--- src/rtl/accu_arbiter.sv ---
// Round-robin arbiter sharing one group accumulator between NUM_REQ sample streams.
// A granted requester supplies GROUP_LEN beats; the sum is then offered on a valid/ready port.
module accu_arbiter #(
   parameter  int NUM_REQ   = 4,
   parameter  int DATA_W    = 8,
   parameter  int GROUP_LEN = 4,
   localparam int CNT_W     = $clog2(GROUP_LEN),
   localparam int SUM_W     = DATA_W + CNT_W,
   localparam int ID_W      = (NUM_REQ > 2) ? $clog2(NUM_REQ) : 1
) (
   input  logic                      clk,
   input  logic                      rst,
   input  logic [NUM_REQ-1:0]        req_valid,
   input  logic [NUM_REQ*DATA_W-1:0] req_data,
   output logic [NUM_REQ-1:0]        req_ready,
   output logic                      sum_valid,
   input  logic                      sum_ready,
   output logic [SUM_W-1:0]          sum_data,
   output logic [ID_W-1:0]           sum_id,
   output logic                      busy
);

   typedef enum logic [1:0] {
      IDLE    = 2'd0,
      COLLECT = 2'd1,
      DONE    = 2'd2
   } state_t;

   state_t            state, state_d;
   logic [ID_W-1:0]   grant;
   logic [ID_W-1:0]   rr_ptr;
   logic [CNT_W-1:0]  beat_cnt;
   logic [SUM_W-1:0]  acc;
   logic [SUM_W-1:0]  sum_data_q;
   logic [ID_W-1:0]   sum_id_q;

   logic              arb_found;
   logic [ID_W-1:0]   arb_winner;
   logic [ID_W-1:0]   rr_next;
   logic [ID_W:0]     scan;
   logic [DATA_W-1:0] sample;
   logic [SUM_W-1:0]  sample_ext;
   logic              grant_valid;
   logic              take_grant;
   logic              accept;
   logic              last_beat;

   // Scan from rr_ptr upward, wrapping at NUM_REQ; first valid requester wins.
   always_comb begin
      arb_found  = 1'b0;
      arb_winner = '0;
      scan       = '0;
      for (int i = 0; i < NUM_REQ; i++) begin
         scan = {1'b0, rr_ptr} + (ID_W+1)'(i);
         if (scan >= (ID_W+1)'(NUM_REQ))
            scan = scan - (ID_W+1)'(NUM_REQ);
         if (!arb_found && req_valid[scan[ID_W-1:0]]) begin
            arb_found  = 1'b1;
            arb_winner = scan[ID_W-1:0];
         end
      end
   end

   assign rr_next = (arb_winner == ID_W'(NUM_REQ-1)) ? '0 : arb_winner + 1'b1;

   always_comb begin
      sample      = '0;
      grant_valid = 1'b0;
      for (int i = 0; i < NUM_REQ; i++) begin
         if (grant == ID_W'(i)) begin
            sample      = req_data[i*DATA_W +: DATA_W];
            grant_valid = req_valid[i];
         end
      end
   end

   assign sample_ext = {{CNT_W{1'b0}}, sample};

   // Handshakes: a beat moves when req_valid[i] & req_ready[i] at a rising edge, a result
   // moves when sum_valid & sum_ready; ready/valid outputs depend on registered state only.
   always_comb begin
      state_d    = state;
      take_grant = 1'b0;
      accept     = 1'b0;
      case (state)
         IDLE: begin
            if (arb_found) begin
               state_d    = COLLECT;
               take_grant = 1'b1;
            end
         end
         COLLECT: begin
            if (grant_valid) begin
               accept = 1'b1;
               if (beat_cnt == CNT_W'(GROUP_LEN-1))
                  state_d = DONE;
            end
         end
         DONE: begin
            if (sum_ready) begin
               if (arb_found) begin
                  state_d    = COLLECT;
                  take_grant = 1'b1;
               end else begin
                  state_d = IDLE;
               end
            end
         end
         default: state_d = IDLE;
      endcase
   end

   assign last_beat = accept && (beat_cnt == CNT_W'(GROUP_LEN-1));

   always_ff @(posedge clk) begin
      if (rst) begin
         state      <= IDLE;
         grant      <= '0;
         rr_ptr     <= '0;
         beat_cnt   <= '0;
         acc        <= '0;
         sum_data_q <= '0;
         sum_id_q   <= '0;
      end else begin
         state <= state_d;
         if (take_grant) begin
            grant    <= arb_winner;
            rr_ptr   <= rr_next;
            beat_cnt <= '0;
            acc      <= '0;
         end else if (accept) begin
            beat_cnt <= beat_cnt + 1'b1;
            acc      <= (beat_cnt == '0) ? sample_ext : acc + sample_ext;
            if (last_beat) begin
               sum_data_q <= acc + sample_ext;
               sum_id_q   <= grant;
            end
         end
      end
   end

   always_comb begin
      req_ready = '0;
      for (int i = 0; i < NUM_REQ; i++)
         req_ready[i] = (state == COLLECT) && (grant == ID_W'(i));
   end

   assign sum_valid = (state == DONE);
   assign sum_data  = sum_data_q;
   assign sum_id    = sum_id_q;
   assign busy      = (state != IDLE);

endmodule

--- config.mk ---
export PLATFORM = sky130hd
export DESIGN_NAME = accu_arbiter
export DESIGN_NICKNAME = d
export VERILOG_FILES = /design/src/rtl/accu_arbiter.sv
export SDC_FILE = /design/constraint.sdc
export NUM_CORES = 1
export LEC_CHECK = 0
export ABC_AREA = 1
export BUFFER_PORTS_ARGS = -buffer_cell sky130_fd_sc_hd__buf_2
export CORE_MARGIN = 1.5
export CORE_UTILIZATION = 50
export CTS_CLUSTER_DIAMETER = 30
export DETAILED_ROUTE_END_ITERATION = 12
export PLACE_DENSITY = 0.76
export SETUP_SLACK_MARGIN = 0.3
export SLEW_MARGIN = 20
export SYNTH_ARGS = -nofsm -noshare
export SYNTH_HDL_FRONTEND = slang
export SYNTH_SLANG_ARGS = --single-unit
--- constraint.sdc ---
create_clock -name clk -period 4.4 [get_ports clk]
set_clock_uncertainty 0.05 [all_clocks]
set_input_delay 0.22 -clock clk [delete_from_list [all_inputs] [get_ports clk]]
set_output_delay 0.22 -clock clk [all_outputs]
set_load 0.03 [all_outputs]
# Word level (Yosys, flattened, before mapping)
# Index checks and enable logic that the tools add are counted.
classes:
  n_addsub: 10
  n_lt_le_gt_ge: 8
  eq_ne: 11
  mux: 41
  bitwise: 1
  reduce_logical: 18
op_table:
  columns: ["cell", "n"]
  rows:
  - ["$mux 8", 4]
  - ["$mux 2", 13]
  - ["$mux 1", 17]
  - ["$lt 2x3->1 const B", 4]
  - ["$add 10x8->10", 1]
  - ["$eq 2x2->1 const B", 5]
  - ["$mux 10", 1]
  - ["$ge 3x3->1 const B", 3]
  - ["$bmux 1 s2", 4]
  - ["$logic_and 1x1->1", 8]
  - ["$sub 2x1->2 const B", 4]
  - ["$add 2x2->3 const B", 2]
  - ["$logic_not 2->1", 3]
  - ["$ne 2x2->1 const B", 3]
  - ["$pmux 2 s3", 1]
  - ["$add 2x1->2 const B", 2]
  - ["$eq 2x1->1 const B", 2]
  - ["$reduce_and 4->1", 1]
  - ["$add 2x1->3 const B", 1]
  - ["$ge 2x3->1 const B", 1]
  - ["$logic_not 1->1", 3]
  - ["$reduce_and 3->1", 1]
  - ["$ne 2x1->1 const B", 1]
  - ["$pmux 1 s2", 1]
  - ["3 further kinds", 3]
totals:
  regBits: 30

# Longest topological paths before layout
depth:
  depth_word: 19
  mapped_depth: 18
  mapped_depth_nobuf: 18

# Least setup slack after synthesis
# No wires, ideal clock.
synth_path:
  kind: "register to register"
  startpoint: "register grant[0]"
  endpoint: "register acc[6]"
  setup_ps: 70
  arrival_ps: 2338
  path_slack_ps: 1943
  stages_incl_launch_ff: 16
  path_buffers: 1
  synth_period_minus_slack_ps: 2457
  cell_sequence: "dfxtp_1 > inv_2 > buf_2 > nand2_1 > o22ai_1 > o21ai_0 > ha_1 > inv_1 > fa_1 > nand3b_1 > nand2_1 > nand3_1 > nand2_1 > xor2_1 > nand2_1 > a21oi_1"
synth_via:
  elab_chain_cells: 7
  elab_cells_between_ends: 16
synth_lines:
  columns: ["element", "line", "rtl"]
  rows:
  - ["from (decl)", "30", "logic [ID_W-1:0] grant;"]
  - ["from (signal assigned)", "127", "grant <= arb_winner;"]
  - ["$logic_not 2->1", "70", "if (grant == ID_W'(i)) begin"]
  - ["$mux 8 / $mux 1 (equally long branches) (4 in a row)", "70", null]
  - ["$add 10x8->10 / $mux 1 (equally long branches)", "133, 93", null]
  - ["$mux 10 / $mux 1 (equally long branches)", "133, 85", null]
  - ["to (signal assigned)", "133", "acc <= (beat_cnt == '0) ? sample_ext : acc + sample_ext;"]
  - ["to (decl)", "33", "logic [SUM_W-1:0] acc;"]
# Several ways; a longest one is shown, not always the timed one.
# A chain may end at the register's enable or synchronous reset.

# Worst setup path after layout
layout_path:
  startpoint: "register grant[1]"
  endpoint: "register acc[6]"
# The elaborated chain is that of the path after synthesis.

==> flow_summary.json <==
{
  "status": "complete, no violations",
  "first_global_vias": 2193,
  "dp_hpwl_mm": 4.42,
  "routed_wl_mm": 5.70,
  "worstSkewPairLatency_ps": 300,
  "tns_ps": 0,
  "cts_buffer_depth": 2,
  "rows": 24,
  "syn_area_sq_um": 2220,
  "avgSynthCellArea_sq_um": 6.25,
  "drt-pass1-iter-count": 4,
  "critical_path.top_delay_family": "simple AND/OR/NAND/NOR gates",
  "syn_inst": 355,
  "slew_headroom": 0.633,
  "maxSlewViolCount": 0,
  "postCtsSetupBuffers": 0,
  "synth_edf_count": 0,
  "setup_viol": 0,
  "htreeDepth": 2,
  "fillers": 458,
  "timing.final.crit_share": 0.654,
  "die_h_microns": 69.6,
  "cp_slowest_cell": "dfxtp_1",
  "antenna_found_initial": 0,
  "critPathLaunchType": "flop",
  "clock-sinks": 30,
  "ctsHoldBuffers": 0,
  "period_needed_ps": 2880,
  "cp.required_ps": 4570,
  "ys.flop_type": "dfxtp_1",
  "syn_nets": 406,
  "clock-root-buffer": "clkbuf_8",
  "power.total_mw": 1.41,
  "worstPathBufferInverterCount": 2,
  "max_freq_mhz": 347,
  "cp_cell_sequence": "inv_1 > nand2_1 > o22ai_1 > o21ai_0 > ha_1 > inv_1 > fa_1 > nand3b_1 > nand2_1 > nand3_1 > nand2_1 > xor2_1 > nand2_1 > a21oi_1",
  "cts-resized-gates": 0,
  "cts_tree": "yes",
  "grtUsageTotal": 0.248,
  "cts.clk_slew.worst_paths_ps": 70,
  "drtIter0Drc": 99,
  "start_util": 0.513,
  "syn_to_final_growth_pct": 17.6,
  "ant_nets": 0,
  "crit_arrival_ps": 3050,
  "yosysSeqAreaShare": 0.271,
  "synth_seq_cells": 30,
  "die_area_sq_um": 4840,
  "rsz0062_at_grt": "no",
  "n_antenna_cell": 0,
  "drc": 0,
  "cpPeakStageDelay_ps": 540,
  "drv_cap": 0,
  "core_area_sq_um": 4320,
  "numCtsBuffers": 5,
  "worst_pin_slew_ps": 550,
  "final-hold-violation-count": 0,
  "power.density_nw_per_um2": 540,
  "ys_types": 34,
  "synth-async-reset-ratio": 0,
  "vias": 2411,
  "wl_per_cell_microns": 12.3,
  "ys_warn_count": 0,
  "grt_pass1_wl_mm": 9.64,
  "grt_overflow": 0,
  "final_nets": 462,
  "io_pins": 57,
  "dieWidth_microns": 69.6,
  "cp-end-kind": "flop",
  "place_congestion": 0.946,
  "grt_max_degree": 18,
  "min_path_type": "in2reg",
  "crit_top_cell": "nand2_1",
  "leakagePower_nw": 1.38,
  "crit_type": "reg2reg",
  "drt-vias-per-instance": 5.20,
  "path_max_fanout": 13,
  "port_buffers": 56,
  "layout-drive-gt1-share": 0.192,
  "ir_worst_vdd_v": 0.000262
}
==> layout by cell type (no fill, tap or decap), drive strengths merged, types with 2 or more instances in the layout <==
master / Yosys / final
nand4: 4 / 4
o22ai: 2 / 2
a21boi: 3 / 3
xnor2: 2 / 2
ha: 11 / 11
o21a: 3 / 3
nand2: 113 / 113
clkbuf: 1 / 6
o21ai: 34 / 34
nor2: 43 / 43
xor2: 3 / 3
a21oi: 26 / 26
a31oi: 2 / 2
inv: 42 / 42
dfxtp: 30 / 30
nand3: 23 / 23
buf: 6 / 56
a22oi: 2 / 2
==> registers in the layout (all words and copies together) (netlist names) <==
register	flops
beat_cnt	2
sum_data	10
grant	2
sum_id	2
state	2
rr_ptr	2
acc	10
==> through the flow <==
step	hold slack, ps	instance area, sq um	cells	util	worst slack, ps
2_1_floorplan	239	2220	355	-	1940
3_3_place_gp	376	2510	456	0.581	1680
3_5_place_dp	374	2510	456	0.581	1590
4_1_cts	61.4	2610	464	0.603	1560
5_1_grt	77.7	2610	464	0.603	1320
6_report	62.3	2610	464	0.603	1520
==> routing by layer <==
metal,track usage,vias to the layer above,wire (microns)
li1,-,1261,-
met1,0.298,1075,2530
met2,0.429,61,2750
met3,0.0538,14,277
met4,0.100,0,142
met5,0,-,0
==> where the power goes <==
| group | internal [mW] | switching [mW] | total [mW] |
|---|---|---|---|
| Sequential | 0.298 | 0.0391 | 0.337 |
| Clock | 0.125 | 0.113 | 0.238 |
| Combinational | 0.272 | 0.560 | 0.832 |
==> cells in the mapped netlist, drive strengths merged (3+ instances only) <==
cell    instances  area (sq um)
nor2           43           181
nand4           4          25.0
o21a            3          22.5
o21ai          34           170
inv            42           158
a21oi          26           134
buf             6          47.5
nand2         113           434
dfxtp          30           601
xor2            3          26.3
ha             11           138
a21boi          3          22.5
nand3          23           150
==> cell type report <==
cell class,count,area [sq um],area share
sequential,30,601,0.230
multi-input combinational,276,1410,0.540
clock buffer,6,82.6,0.0317
inverter,42,158,0.0605
tap,52,65.1,0.0250
timing repair buffer,56,280,0.108
clock inverter,2,12.5,0.00480
==> logic make-up after synthesis <==
| kind of cell | synth area share |
|---|---|
| adder cells (fa/ha/maj) | 0.0711 |
| buffers and inverters | 0.0942 |
| AO/OA/AOI/OAI | 0.179 |
| flip-flops | 0.271 |
| XOR/XNOR | 0.0198 |
| AND/OR/NAND/NOR | 0.365 |
==> path summary, 6_finish.rpt <==
check,start,slack (ps),endpoint,depth (start not counted)
min reg2reg,sum_id[0],410,sum_id[0],2
max reg2reg,grant[1],1520,acc[6],14
max,grant[1],1520,acc[6],14
min,rst,60,state[0],2
No activity file was read; power rests on OpenSTA's default activity.
